--- src/rtl/aha_periph_reset_responder_pkg.sv ---
// ============================================================================
// Module      : aha_periph_reset_responder_pkg
// Description : State encodings and sizing helpers for the reset responder.
// Revision    : 1.0 - initial release
// ============================================================================
`default_nettype none

package aha_periph_reset_responder_pkg;

    typedef enum logic [2:0] {
        ST_IDLE    = 3'd0,
        ST_QUIESCE = 3'd1,
        ST_GATE    = 3'd2,
        ST_ASSERT  = 3'd3,
        ST_HOLD    = 3'd4,
        ST_DONE    = 3'd5
    } state_e;

    function automatic int max3(input int a, input int b, input int c);
        int m;
        m = (a > b) ? a : b;
        return (m > c) ? m : c;
    endfunction

endpackage

`default_nettype wire

--- src/rtl/aha_sync_ff.sv ---
// ============================================================================
// Module      : aha_sync_ff
// Description : N-stage single-bit synchronizer, async active-low reset to 0.
// Revision    : 1.0 - initial release
// ============================================================================
`default_nettype none

module aha_sync_ff #(
    parameter int STAGES = 2
) (
    input  logic clk,
    input  logic rst_n,
    input  logic i_d,
    output logic o_q
);

    logic [STAGES-1:0] r_sync_q;

    if (STAGES > 1) begin : g_chain
        always_ff @(posedge clk or negedge rst_n) begin
            if (!rst_n) r_sync_q <= '0;
            else        r_sync_q <= {r_sync_q[STAGES-2:0], i_d};
        end
    end else begin : g_single
        always_ff @(posedge clk or negedge rst_n) begin
            if (!rst_n) r_sync_q <= '0;
            else        r_sync_q <= i_d;
        end
    end

    assign o_q = r_sync_q[STAGES-1];

endmodule

`default_nettype wire

--- src/rtl/aha_periph_reset_responder.sv ---
// ============================================================================
// Module      : aha_periph_reset_responder
// Description : Peripheral side of the four-phase reset REQ/ACK handshake:
//               quiesce, gate clock, assert/hold reset, release, acknowledge.
// Revision    : 1.0 - initial release
// ============================================================================
`default_nettype none

module aha_periph_reset_responder #(
    parameter int SYNC_STAGES     = 2,
    parameter int GATE_CYCLES     = 2,
    parameter int HOLD_CYCLES     = 8,
    parameter int QUIESCE_TIMEOUT = 256
) (
    input  logic CLK,
    input  logic RESETn,
    input  logic RESET_REQ,
    input  logic PERIPH_IDLE,
    output logic RESET_ACK,
    output logic QUIESCE_REQ,
    output logic CLK_GATE_EN,
    output logic PERIPH_RESETn,
    output logic QUIESCE_TIMED_OUT
);

    import aha_periph_reset_responder_pkg::*;

    if (SYNC_STAGES < 2) begin : g_chk_sync
        $error("SYNC_STAGES must be >= 2");
    end
    if (GATE_CYCLES < 1) begin : g_chk_gate
        $error("GATE_CYCLES must be >= 1");
    end
    if (HOLD_CYCLES < 1) begin : g_chk_hold
        $error("HOLD_CYCLES must be >= 1");
    end
    if (QUIESCE_TIMEOUT < 1) begin : g_chk_timeout
        $error("QUIESCE_TIMEOUT must be >= 1");
    end

    localparam int c_CNT_MAX = max3(QUIESCE_TIMEOUT, GATE_CYCLES, HOLD_CYCLES);
    localparam int c_CNT_W   = $clog2(c_CNT_MAX + 1);
    localparam logic [c_CNT_W-1:0] c_QT_LAST   = c_CNT_W'(QUIESCE_TIMEOUT - 1);
    localparam logic [c_CNT_W-1:0] c_GATE_LAST = c_CNT_W'(GATE_CYCLES - 1);
    localparam logic [c_CNT_W-1:0] c_HOLD_LAST = c_CNT_W'(HOLD_CYCLES - 1);

    logic               w_req_s;
    state_e             r_state_q, w_state_d;
    logic [c_CNT_W-1:0] r_cnt_q,   w_cnt_d;
    logic               r_to_q,    w_to_d;
    logic               r_ack_q,   w_ack_d;
    logic               r_qreq_q,  w_qreq_d;
    logic               r_gate_q,  w_gate_d;
    logic               r_prstn_q, w_prstn_d;

    aha_sync_ff #(
        .STAGES (SYNC_STAGES)
    ) u_req_sync (
        .clk   (CLK),
        .rst_n (RESETn),
        .i_d   (RESET_REQ),
        .o_q   (w_req_s)
    );

    // QUIESCE counts up towards the timeout; ASSERT/HOLD count down to zero.
    always_comb begin
        w_state_d = r_state_q;
        w_cnt_d   = r_cnt_q;
        w_to_d    = r_to_q;
        case (r_state_q)
            ST_IDLE: begin
                if (w_req_s) begin
                    w_state_d = ST_QUIESCE;
                    w_cnt_d   = '0;
                    w_to_d    = 1'b0;
                end
            end
            ST_QUIESCE: begin
                if (!w_req_s) begin
                    w_state_d = ST_IDLE;
                    w_cnt_d   = '0;
                end else if (PERIPH_IDLE) begin
                    w_state_d = ST_GATE;
                    w_cnt_d   = '0;
                end else if (r_cnt_q == c_QT_LAST) begin
                    w_state_d = ST_GATE;
                    w_cnt_d   = '0;
                    w_to_d    = 1'b1;
                end else begin
                    w_cnt_d   = r_cnt_q + c_CNT_W'(1);
                end
            end
            ST_GATE: begin
                w_state_d = ST_ASSERT;
                w_cnt_d   = c_GATE_LAST;
            end
            ST_ASSERT: begin
                if (r_cnt_q == '0) begin
                    w_state_d = ST_HOLD;
                    w_cnt_d   = c_HOLD_LAST;
                end else begin
                    w_cnt_d   = r_cnt_q - c_CNT_W'(1);
                end
            end
            ST_HOLD: begin
                if (r_cnt_q == '0) begin
                    w_state_d = ST_DONE;
                    w_cnt_d   = '0;
                end else begin
                    w_cnt_d   = r_cnt_q - c_CNT_W'(1);
                end
            end
            ST_DONE: begin
                if (!w_req_s) begin
                    w_state_d = ST_IDLE;
                    w_cnt_d   = '0;
                end
            end
            default: begin
                w_state_d = ST_IDLE;
                w_cnt_d   = '0;
            end
        endcase
    end

    always_comb begin
        w_ack_d   = (w_state_d == ST_DONE);
        w_qreq_d  = (w_state_d == ST_QUIESCE) || (w_state_d == ST_GATE) ||
                    (w_state_d == ST_ASSERT)  || (w_state_d == ST_HOLD);
        w_gate_d  = (w_state_d == ST_GATE) || (w_state_d == ST_ASSERT);
        w_prstn_d = !((w_state_d == ST_ASSERT) || (w_state_d == ST_HOLD));
    end

    always_ff @(posedge CLK or negedge RESETn) begin
        if (!RESETn) begin
            r_state_q <= ST_IDLE;
            r_cnt_q   <= '0;
            r_to_q    <= 1'b0;
            r_ack_q   <= 1'b0;
            r_qreq_q  <= 1'b0;
            r_gate_q  <= 1'b0;
            r_prstn_q <= 1'b1;
        end else begin
            r_state_q <= w_state_d;
            r_cnt_q   <= w_cnt_d;
            r_to_q    <= w_to_d;
            r_ack_q   <= w_ack_d;
            r_qreq_q  <= w_qreq_d;
            r_gate_q  <= w_gate_d;
            r_prstn_q <= w_prstn_d;
        end
    end

    assign RESET_ACK         = r_ack_q;
    assign QUIESCE_REQ       = r_qreq_q;
    assign CLK_GATE_EN       = r_gate_q;
    assign PERIPH_RESETn     = r_prstn_q;
    assign QUIESCE_TIMED_OUT = r_to_q;

endmodule

`default_nettype wire

--- config.mk ---
export PLATFORM = sky130hd
export DESIGN_NAME = aha_periph_reset_responder
export DESIGN_NICKNAME = d
export VERILOG_FILES = /design/src/rtl/aha_periph_reset_responder_pkg.sv /design/src/rtl/aha_sync_ff.sv /design/src/rtl/aha_periph_reset_responder.sv
export SDC_FILE = /design/constraint.sdc
export NUM_CORES = 1
export LEC_CHECK = 0
export CAP_MARGIN = 20
export CORE_MARGIN = 5
export CORE_UTILIZATION = 31
export CTS_CLUSTER_SIZE = 24
export DETAILED_ROUTE_END_ITERATION = 16
export GPL_TIMING_DRIVEN = 0
export PLACE_DENSITY = 0.58
export SLEW_MARGIN = 0
export SYNTH_ARGS = -nofsm -noshare
export SYNTH_HDL_FRONTEND = slang
export SYNTH_SLANG_ARGS = --single-unit
--- constraint.sdc ---
create_clock -name CLK -period 5.2 [get_ports CLK]
set_clock_uncertainty 0.2 [all_clocks]
set_input_delay 1.04 -clock CLK [delete_from_list [all_inputs] [get_ports CLK]]
set_output_delay 1.04 -clock CLK [all_outputs]
set_load 0.02 [all_outputs]
* After elaboration in Yosys (flattened, before gate mapping) *
Cells that the tools add are included.

word-level totals
  register bits = 19
  input port bits = 4
  output and inout bits = 5
  word-level logic and storage cells = 58

operators by class
  add/subtract/negate cells = 2
  eq/ne operators = 16
  muxes and demuxes = 21
  reduce and logical (&&, ||, !) cells = 11

operator list
  kind                 count
  $mux 9               7
  $pmux 9 s6           1
  $mux 3               7
  $pmux 3 s6           1
  $eq 3x2->1 const B   4
  $eq 3x3->1 const B   4
  $add 9x1->9 const B  1
  $eq 9x8->1 const B   1
  $logic_not 9->1      1
  $sub 9x1->9 const B  1
  $eq 3x1->1 const B   2
  $ne 2x2->1 const B   3
  $logic_or 1x1->1     5
  $reduce_and 5->1     1
  $mux 1               4
  $ne 2x1->1 const B   2
  $logic_not 3->1      1
  $pmux 1 s2           1
  $reduce_and 2->1     1
  $reduce_bool 2->1    1
  $logic_not 1->1      1

* Longest topological paths before layout *
Gate-level depths: netlist of run 1.

  word-level depth = 9
  gate-level depth with buffers = 7
  gate-level depth less buffers = 6

* By module *
From an unflattened synthesis of run 1, not the netlist that was laid out.

second synthesis, totals
  cells, all modules = 146
  area total of the unflattened synthesis = 1,295.0 um2

modules (own cells, without submodules)
  module                      instances  cells each  area an instance (um2)  seq. area each (um2)
  aha_periph_reset_responder  1          144         1,244.9                 426.7
  aha_sync_ff                 1          2           50.0                    50.0

* Worst setup path after synthesis of run 1 *
No wires, ideal clock.

  path kind = input to register
  from = input PERIPH_IDLE
  to = register r_cnt_q[7]
  library setup time = 0.086 ns
  data arrival time = 1.999 ns
  data required time = 4.914 ns
  setup slack = 2.915 ns
  cell stages on the path = 4
  path buffers = 1
  cell sequence = nor4_4 -> clkbuf_1 -> a32oi_1 -> a32oi_1

on the way
  longest elaborated chain between the ends = 3

ends and longest elaborated chain
  item                  line                               text
  from (decl)           aha_periph_reset_responder.sv:18   input logic PERIPH_IDLE,
  $mux 9                aha_periph_reset_responder.sv:82   end else if (PERIPH_IDLE) begin
  $mux 9                aha_periph_reset_responder.sv:79   if (!w_req_s) begin
  $pmux 9 s6            aha_periph_reset_responder.sv:70   case (r_state_q)
  to (signal assigned)  aha_periph_reset_responder.sv:145  r_cnt_q <= w_cnt_d;
  to (decl)             aha_periph_reset_responder.sv:49   logic [c_CNT_W-1:0] r_cnt_q, w_cnt_d;

No other way between the ends.
A chain may end at the register's enable or synchronous reset.

* Final worst setup path of run 1 *
Same ends and word-level chain as after synthesis.

==> results of run 1 <==
==> synthesized netlist by cell type (2+ instances only) <==
| library cell | count |
|---|---|
| or4_1 | 2 |
| nand3_2 | 2 |
| nor3_1 | 2 |
| inv_1 | 8 |
| dfrtp_1 | 18 |
| nand2b_1 | 2 |
| a21oi_1 | 5 |
| a221oi_2 | 2 |
| clkbuf_1 | 2 |
| ha_1 | 3 |
| o21ai_0 | 2 |
| nand3_1 | 10 |
| o22ai_1 | 2 |
| nand2_1 | 7 |
| buf_4 | 2 |
| nand4_1 | 3 |
| buf_2 | 4 |
| a32oi_1 | 9 |
| mux2i_1 | 2 |
| and3_1 | 5 |
| nor2_1 | 12 |
| buf_6 | 2 |
| o21ai_1 | 3 |
| or3_1 | 3 |
| o211ai_1 | 3 |
==> kinds of logic after synthesis <==
logic type	count (synthesis)	share of synthesized area (%)
flops	19	36.8
fa+ha+maj	3	2.90
xor+xnor	1	0.676
simple gates	60	28.7
buf+inv	19	7.63
compound gates	36	21.8
mux	2	1.54
==> stage by stage <==
stage / hold slack [ns] / setup slack (ns) / power (µW)
floorplan: 0.131 / 2.92 / 634
global placement: 0.147 / 1.99 / 748
detailed placement: 0.142 / 1.96 / 755
CTS: 0.169 / 2.21 / 867
global route: 0.173 / 2.11 / 932
finish: 0.162 / 2.21 / 867
==> routing by layer <==
layer  share of wire (%)  GRT usage (%)
met1                  48           16.4
met2                  46           18.0
met3                 4.8           3.20
met4                 1.3           3.36
met5                   0              0
==> area by class of cell <==
cell class | count | share of cell area [%]
Clock buffer | 3 | 2.78
Clock inverter | 1 | 0.337
Timing Repair Buffer | 8 | 5.39
Sequential cell | 19 | 32.1
Buffer | 10 | 4.38
Inverter | 9 | 2.27
Multi-Input combinational cell | 102 | 48.5
Tap cell | 50 | 4.21
==> sequential cells by signal (all words and copies together) (netlist names) <==
| name | flops |
|---|---|
| QUIESCE_TIMED_OUT | 1 |
| r_cnt_q | 9 |
| u_req_sync.r_sync_q | 2 |
| RESET_ACK | 1 |
| r_state_q | 3 |
| QUIESCE_REQ | 1 |
| PERIPH_RESETn | 1 |
| CLK_GATE_EN | 1 |
==> where the power goes <==
part           switching, µW  internal [µW]  leakage (µW)
logic                    300            209      0.000313
clock network           52.9           53.4     0.0000255
registers               49.4            202      0.000243
==> placed cells by master (no fill, tap or decap), drive strengths merged <==
| cell type | n |
|---|---|
| a211o | 1 |
| a21boi | 1 |
| a21oi | 6 |
| a221o | 1 |
| a221oi | 3 |
| a22o | 1 |
| a22oi | 2 |
| a32oi | 9 |
| and2 | 1 |
| and3 | 5 |
| buf | 8 |
| clkbuf | 5 |
| clkdlybuf4s50 | 8 |
| clkinv | 1 |
| dfrtp | 18 |
| dfstp | 1 |
| ha | 3 |
| inv | 9 |
| mux2i | 2 |
| nand2 | 8 |
| nand2b | 2 |
| nand3 | 12 |
| nand3b | 1 |
| nand4 | 3 |
| nor2 | 12 |
| nor3 | 3 |
| nor4 | 3 |
| nor4b | 2 |
| o211ai | 3 |
| o21ai | 5 |
| o21bai | 1 |
| o22a | 1 |
| o22ai | 2 |
| or3 | 3 |
| or3b | 1 |
| or4 | 3 |
| or4b | 1 |
| xor2 | 1 |
==> worst max path at each step <==
stage                       endpoint  slack, ns  depth (start not counted)
after floorplan           r_cnt_q[7]       2.92                          4
after global placement    r_cnt_q[7]       1.99                          5
after detailed placement  r_cnt_q[7]       1.96                          5
after CTS                 r_cnt_q[7]       2.21                          5
after global routing      r_cnt_q[7]       2.11                          5
final                     r_cnt_q[7]       2.21                          5
==> flow_summary.toml, run 1 <==
[logic_synthesis]
synthDominantAreaCellType = "dfrtp_1"
mean_instance_size_in_the_synthesized_netlist_um2 = 9.26
postSynthCellCount = 140
yosysTopAreaCellShare_pct = 34.7
synth.top_cells.by_area = "dfrtp_1, a32oi_1, nand3_1"
netlist_area_um2 = 1300
number_of_synthesized_flops_with_an_enable_pin = 0
ys_seq_elements = 19
ys.warnings.count = 0
synth_cell_types = 50
synthArstFlopShare_pct = 100
synth.yosys.seq_area_share_pct = 36.8
postSynthNetCount = 147
ys_dominant_reg_cell = "dfrtp_1"

[placement]
number_of_placed_cells_counting_well_taps = 198
port_buffers = 8
placedInstanceArea_um2 = 1440
gpl.final_weighted_congestion = 0.830
dp_hpwl_um = 2270

[clock_network]
cts-hold-fix-buffers = 0
cts_tree = "built"
h-tree-depth = 1
cts.clk_slew.worst_paths_ns = 0.07
cts_setup_buffers = 0
clock_path_buffers = 2
ctsResizeCount = 0
cts_inserted_buffers = 3
ctsRootBufferMaster = "clkbuf_8"
total_number_of_clock_tree_sinks = 19
insertion_delay_ns = 0.26

[route]
wl_per_cell_um = 15.5
route.detailed.vias_per_inst = 5.81
drcViolationCount = 0
detailroute.via_count = 1173
initialDrtViolationCount = 137
detail_route.wirelength_um = 3130
drt_first_pass_iters = 4
antenna_violating_nets_post_route = 0

[critical_path]
ff2ff_setup_slack_ns = 2.96
rr_endpoint = "r_state_q[0]"
critical_path_peak_fanout = 10
path_delay_family = "buffers and inverters"
ff2ff_path_depth = 6
crit_required_ns = 5.17
worstSetupPathType = "input pin to register"
timing.rr.start = "r_cnt_q[0]"
worst_setup_path_startpoint = "PERIPH_IDLE"
crit_path_largest_cell_delay_ns = 0.52
setup.worst_path.start_class = "input pin"
slowest_stage = "nor4_4"
worst_path_most_repeated_cell = "a32oi_1"
crit_path_end_kind = "register"
critPathArrivalTime_ns = 2.96
crit_chain = "clkdlybuf4s50_1, nor4_4, clkbuf_1, a32oi_1, a32oi_1"
bufs_and_invs_on_worst_path = 2

[sta]
setup_total_negative_slack_ns = 0
hold_violations = 0
min_period_over_period_pct = 57.4
final_max_slew_viol_count = 0
finalSetupViolCount = 0
min_period_ns = 2.99
slew_at_the_pin_closest_to_its_max_slew_limit_ns = 0.885
grt_setup_unrepaired = "false"
relSlewSlack_pct = 40.8
fmax_mhz = 335

[layout]
ff_latch_area_um2 = 477
fin_cells = 202
layout.cell_area.non_filler_um2 = 1490
combined_area_of_the_multi_input_logic_cells_um2 = 721
area.growth.synth_to_final_pct = 14.6
nNetsFinal = 160
final_layout_size_suffix_gt1_share_pct = 17.1
fillCellCount = 410
final_core_util_pct = 36.9
antenna_cells_inserted = 0

[floorplanning]
design.core.area_um2 = 4030
core.rowCount = 23
io-pin-count = 9
floorplan.die_area_um2 = 5570
die_x_um = 74.7
fp.dieH_um = 74.7
initial_core_util_pct = 32.2

[min_path]
min-delay-path-class = "register to register"
hold_path.startpoint = "u_req_sync.r_sync_q[0]"
hold_end = "u_req_sync.r_sync_q[1]"
hold_depth = 0

[grt]
grt_max_degree = 20
grt_antenna_before_repair = 0
gr-total-overflow = 0
grt_pass1_vias = 1074
grt_use_total_pct = 11.8
grt_first_pass_wirelength_um = 5130

[power_and_ir_drop]
power.density_cell_area_nw_per_um2 = 584
leakagePower_uw = 0.000581
vdd_ir_drop_max_v = 0.000297

[run_status]
status = "completed"

[flow_run]
cap_violations = 0
Power figures use the tool's default switching activity.
==> inputs of run 2 (changes only) <==
- PLACE_DENSITY: 0.58 -> 0.6
- clock period: 5.2 -> 2.4 ns (I/O delays scaled with it)
==> flow_summary.toml, run 2 (synthesis results as in run 1) <==
[layout]
layout.cell_area.non_filler_um2 = 1490
largest_register_ffs = 9
most_common_cell_after_layout_fill_and_taps_aside = "dfrtp_1"
final_core_util_pct = 37.0
area.growth.synth_to_final_pct = 14.9
max_flop_register = "r_cnt_q"
final_layout_size_suffix_gt1_share_pct = 17.8
nNetsFinal = 160
biggestRegsByFlops = "r_cnt_q x9, r_state_q x3, u_req_sync.r_sync_q x2"
fin_cells = 202
antenna_cells_inserted = 0
commonest_cells_after_routing_fill_and_taps_aside = "dfrtp_1, nor2_1, nand3_1, a32oi_1"

[power_and_ir_drop]
fraction_of_power_spent_switching_nets_pct = 46.6
power.clock.fraction_pct = 12.4
power.density_cell_area_nw_per_um2 = 1270
fin_total_pwr_uw = 1890
comb_power_share_pct = 58.7
vdd_ir_drop_max_v = 0.000352
cell_internal_pwr_uw = 1010
p_seq_share_pct = 28.9
leakagePower_uw = 0.000581
p_sw_uw = 880

[critical_path]
critPathArrivalTime_ns = 2.21
worst_setup_path_startpoint = "PERIPH_IDLE"
worst_path_most_repeated_cell = "a32oi_1"
crit_path_largest_cell_delay_ns = 0.54
timing.rr.start = "r_cnt_q[0]"
crit_path_end_kind = "register"
crit_required_ns = 2.39
slowest_stage = "nor4_4"
setup.worst_path.start_class = "input pin"
critical_path_peak_fanout = 10
crit_chain = "clkdlybuf4s50_1, nor4_4, clkbuf_2, a32oi_1, a32oi_1"
ff2ff_path_depth = 6
worstSetupPathType = "input pin to register"

[sta]
finalSetupViolCount = 0
slew_at_the_pin_closest_to_its_max_slew_limit_ns = 0.871
hold_violations = 0
min_period_over_period_pct = 92.9
relSlewSlack_pct = 41.8
grt_setup_unrepaired = "false"
fmax_mhz = 449
final_max_slew_viol_count = 0
hold_ws_ns = 0.163
min_period_ns = 2.23

[floorplanning]
design.core.area_um2 = 4030
fp.dieH_um = 74.7
die_x_um = 74.7
initial_core_util_pct = 32.2
io-pin-count = 9
core.rowCount = 23
floorplan.die_area_um2 = 5570

[clock_network]
h-tree-depth = 1
cts.clk_slew.worst_paths_ns = 0.08
ctsResizeCount = 0
cts_inserted_buffers = 3
cts_tree = "built"
cts_setup_buffers = 0
insertion_delay_ns = 0.26
clock_path_buffers = 2
total_number_of_clock_tree_sinks = 19
ctsRootBufferMaster = "clkbuf_8"
cts-hold-fix-buffers = 0

[placement]
gpl.final_weighted_congestion = 0.916
placedInstanceArea_um2 = 1440
dp_hpwl_um = 2300
number_of_placed_cells_counting_well_taps = 198
port_buffers = 8

[grt]
grt_first_pass_wirelength_um = 5460
grt_antenna_before_repair = 0
grt_pass1_vias = 1109
gr-total-overflow = 0
grt_max_degree = 20
grt_use_total_pct = 12.6

[route]
wl_per_cell_um = 15.8
route.detailed.vias_per_inst = 5.79
drt_first_pass_iters = 4
initialDrtViolationCount = 131
antenna_violating_nets_post_route = 0
detail_route.wirelength_um = 3190
drcViolationCount = 0
detailroute.via_count = 1169

[min_path]
hold_path.startpoint = "u_req_sync.r_sync_q[0]"
hold_depth = 0
min-delay-path-class = "register to register"

[flow_run]
cap_violations = 0

[run_status]
status = "completed"
-- run 2: layout make-up --
cell class / instances / area, µm²
buffer: 10 / 66.3
clock buffer: 3 / 41.3
clock inverter: 1 / 7.51
fill: 418 / 2540
inverter: 9 / 33.8
multi-input combinational: 102 / 721
sequential: 19 / 477
tap: 50 / 62.6
timing repair buffer: 8 / 80.1
-- run 2: final timing paths --
check,to,slack (ns)
max in group asynchronous,r_cnt_q[5],0.96
worst max-delay path,r_cnt_q[7],0.17
worst min register to register,u_req_sync.r_sync_q[1],0.16
worst min-delay path,u_req_sync.r_sync_q[1],0.16
worst max register to register,r_state_q[0],0.19
min in group asynchronous,QUIESCE_TIMED_OUT,0.51
-- run 2: stage by stage --
step           TNS [ns]  setup slack, ns
2_1_floorplan         0            0.428
3_3_place_gp      -1.12           -0.183
3_5_place_dp      -1.65           -0.253
4_1_cts               0           0.0189
5_1_grt               0           0.0290
6_report              0            0.170
-- run 2: routing by layer --
| metal | GRT usage (%) | vias up | part of all wire (%) |
|---|---|---|---|
| met2 | 20.2 | 39 | 49 |
| met4 | 5.93 | 0 | 1.8 |
| met5 | 0 | - | 0 |
| li1 | - | 557 | - |
| met1 | 17.1 | 565 | 44 |
| met3 | 1.20 | 8 | 4.9 |
-- run 2: power groups by stage --
stage                     Sequential, µW  Combinational (µW)  Clock [µW]
after floorplan                      556                 818           0
after global placement               548                1070           0
after detailed placement             551                1100           0
after CTS                            545                1100         240
after global routing                 560                1230         252
final                                545                1110         235
-- run 2: worst max-delay path: cells and delay by family --
kind	cells	cell delay, ns
simple gates	1	0.54
buf+inv	2	0.87
compound gates	2	0.32
==> inputs of run 3 (changes only) <==
- SETUP_SLACK_MARGIN: default -> 0.3
==> flow_summary.toml, run 3 (synthesis results as in run 1) <==
[route]
top_metal_used = "met4"
initialDrtViolationCount = 131
wl_met3_um = 189
drt_first_pass_iters = 4
drcViolationCount = 0
wl_per_cell_um = 16.2
detail_route.wirelength.met1_um = 1470
detailroute.via_count = 1225
detail_route.wirelength_um = 3370
antenna_violating_nets_post_route = 0
route.detailed.vias_per_inst = 5.89
total_met2_wirelength_after_detailed_routing_um = 1670

[grt]
grt_max_degree = 20
grt_use_total_pct = 12.5
grt_first_pass_wirelength_um = 5430
grt_antenna_before_repair = 0
gr-total-overflow = 0
grt_pass1_vias = 1103

[floorplanning]
die_x_um = 74.7
initial_core_util_pct = 32.2
fp.dieH_um = 74.7
core.rowCount = 23
floorplan.die_area_um2 = 5570
io-pin-count = 9
design.core.area_um2 = 4030

[clock_network]
clock_path_buffers = 2
insertion_delay_ns = 0.26
ctsRootBufferMaster = "clkbuf_8"
cts_tree = "built"
cts.clk_slew.worst_paths_ns = 0.07
total_number_of_clock_tree_sinks = 19
h-tree-depth = 1
cts-hold-fix-buffers = 0
cts_inserted_buffers = 3

[layout]
largest_register_ffs = 9
max_flop_register = "r_cnt_q"
fillCellCount = 416
commonest_cells_after_routing_fill_and_taps_aside = "dfrtp_1, nor2_1, nand3_1, a32oi_1"
most_common_cell_after_layout_fill_and_taps_aside = "dfrtp_1"
final_layout_size_suffix_gt1_share_pct = 24.7
area.growth.synth_to_final_pct = 22.1
biggestRegsByFlops = "r_cnt_q x9, r_state_q x3, u_req_sync.r_sync_q x2"
layout.cell_area.non_filler_um2 = 1580
final_core_util_pct = 39.3
nNetsFinal = 166
antenna_cells_inserted = 0

[sta]
slew_at_the_pin_closest_to_its_max_slew_limit_ns = 0.899
relSlewSlack_pct = 39.9
hold_violations = 0
min_period_ns = 2.05
finalSetupViolCount = 0
grt_setup_unrepaired = "true"
final_max_slew_viol_count = 0
min_period_over_period_pct = 85.4
hold_ws_ns = 0.160
fmax_mhz = 488

[critical_path]
crit_required_ns = 1.72
crit_chain = "clkdlybuf4s50_1"
crit_path_largest_cell_delay_ns = 0.59
bufs_and_invs_on_worst_path = 1
setup.worst_path.start_class = "register"
path_delay_family = "buffers and inverters"
slowest_stage = "clkdlybuf4s50_1"
critPathArrivalTime_ns = 1.37
worstSetupPathType = "register to primary output"
crit_path_end_kind = "primary output"
critical_path_peak_fanout = 1

[power_and_ir_drop]
vdd_ir_drop_max_v = 0.000340
power.clock.fraction_pct = 11.3
power.density_cell_area_nw_per_um2 = 1300
leakagePower_uw = 0.000619
comb_power_share_pct = 61.9
p_seq_share_pct = 26.8
p_sw_uw = 944
fraction_of_power_spent_switching_nets_pct = 45.9
cell_internal_pwr_uw = 1110

[placement]
port_buffers = 8
dp_hpwl_um = 2300
gpl.final_weighted_congestion = 0.916
placedInstanceArea_um2 = 1440

[flow_run]
cap_violations = 0

[run_status]
status = "completed"

[min_path]
min-delay-path-class = "register to register"
-- run 3: cell count changes in the layout (fill, tap and decap cells not counted), moves of 2 or more --
cell,change
buf_4,+6
dfrtp_1,-2
dfrtp_2,+2
ha_1,-2
-- run 3: worst paths after layout --
| path | slack, ns | end | startpoint | cells after the start |
|---|---|---|---|---|
| setup / recovery | 0.35 | PERIPH_RESETn | PERIPH_RESETn | 1 |
| hold / removal | 0.16 | u_req_sync.r_sync_q[1] | u_req_sync.r_sync_q[0] | 0 |
| setup reg to reg | 0.37 | r_state_q[0] | r_cnt_q[5] | 4 |
| hold reg to reg | 0.16 | u_req_sync.r_sync_q[1] | u_req_sync.r_sync_q[0] | 0 |
| max in group asynchronous | 0.86 | r_cnt_q[1] | RESETn | 1 |
| min in group asynchronous | 0.52 | QUIESCE_TIMED_OUT | RESETn | 1 |
-- run 3: stage by stage --
step / total power, µW / setup slack (ns) / setup TNS, ns / std cells
detailed placement: 1650 / -0.253 / -1.65 / 198
CTS: 1920 / 0.308 / 0 / 203
finish: 2060 / 0.350 / 0 / 208
global route: 2220 / 0.227 / 0 / 208
global placement: 1620 / -0.183 / -1.12 / 198
floorplan: 1370 / 0.428 / 0 / 140
-- run 3: routing by layer --
metal / track usage [%] / vias up
met5: 0 / -
met4: 5.73 / 0
met3: 1.20 / 5
met2: 20.1 / 46
met1: 17.0 / 603
li1: - / 571
-- run 3: area by class of cell --
| cell class | instances | area [µm²] | share of cell area [%] |
|---|---|---|---|
| tap | 50 | 62.6 | 3.95 |
| multi-input combinational | 102 | 767 | 48.5 |
| inverter | 9 | 33.8 | 2.13 |
| clock buffer | 3 | 41.3 | 2.61 |
| buffer | 10 | 66.3 | 4.19 |
| sequential | 19 | 479 | 30.3 |
| timing repair buffer | 14 | 125 | 7.91 |
| clock inverter | 1 | 7.51 | 0.474 |
-- run 3: worst reg2reg max path, stage by stage (launching register included) --
cell     delay, ns
dfrtp_1       0.54
nand3_2       0.17
or4_4         0.53
buf_6         0.17
a221o_1       0.31
-- run 3: power by group through the flow --
stage	logic [µW]	registers [µW]	clock network [µW]
final	1270	551	233
after global routing	1410	564	251
after CTS	1130	552	240
after detailed placement	1100	551	0
after global placement	1070	548	0
after floorplan	818	556	0
-- run 3: repair_timing --
| item | in CTS | in global routing |
|---|---|---|
| gates resized for setup | 5 | 7 |
| setup endpoints to repair | 12 | 9 |
| gates cloned | 0 | 1 |
| pin swaps | 1 | 2 |
| setup buffers | 1 | 4 |
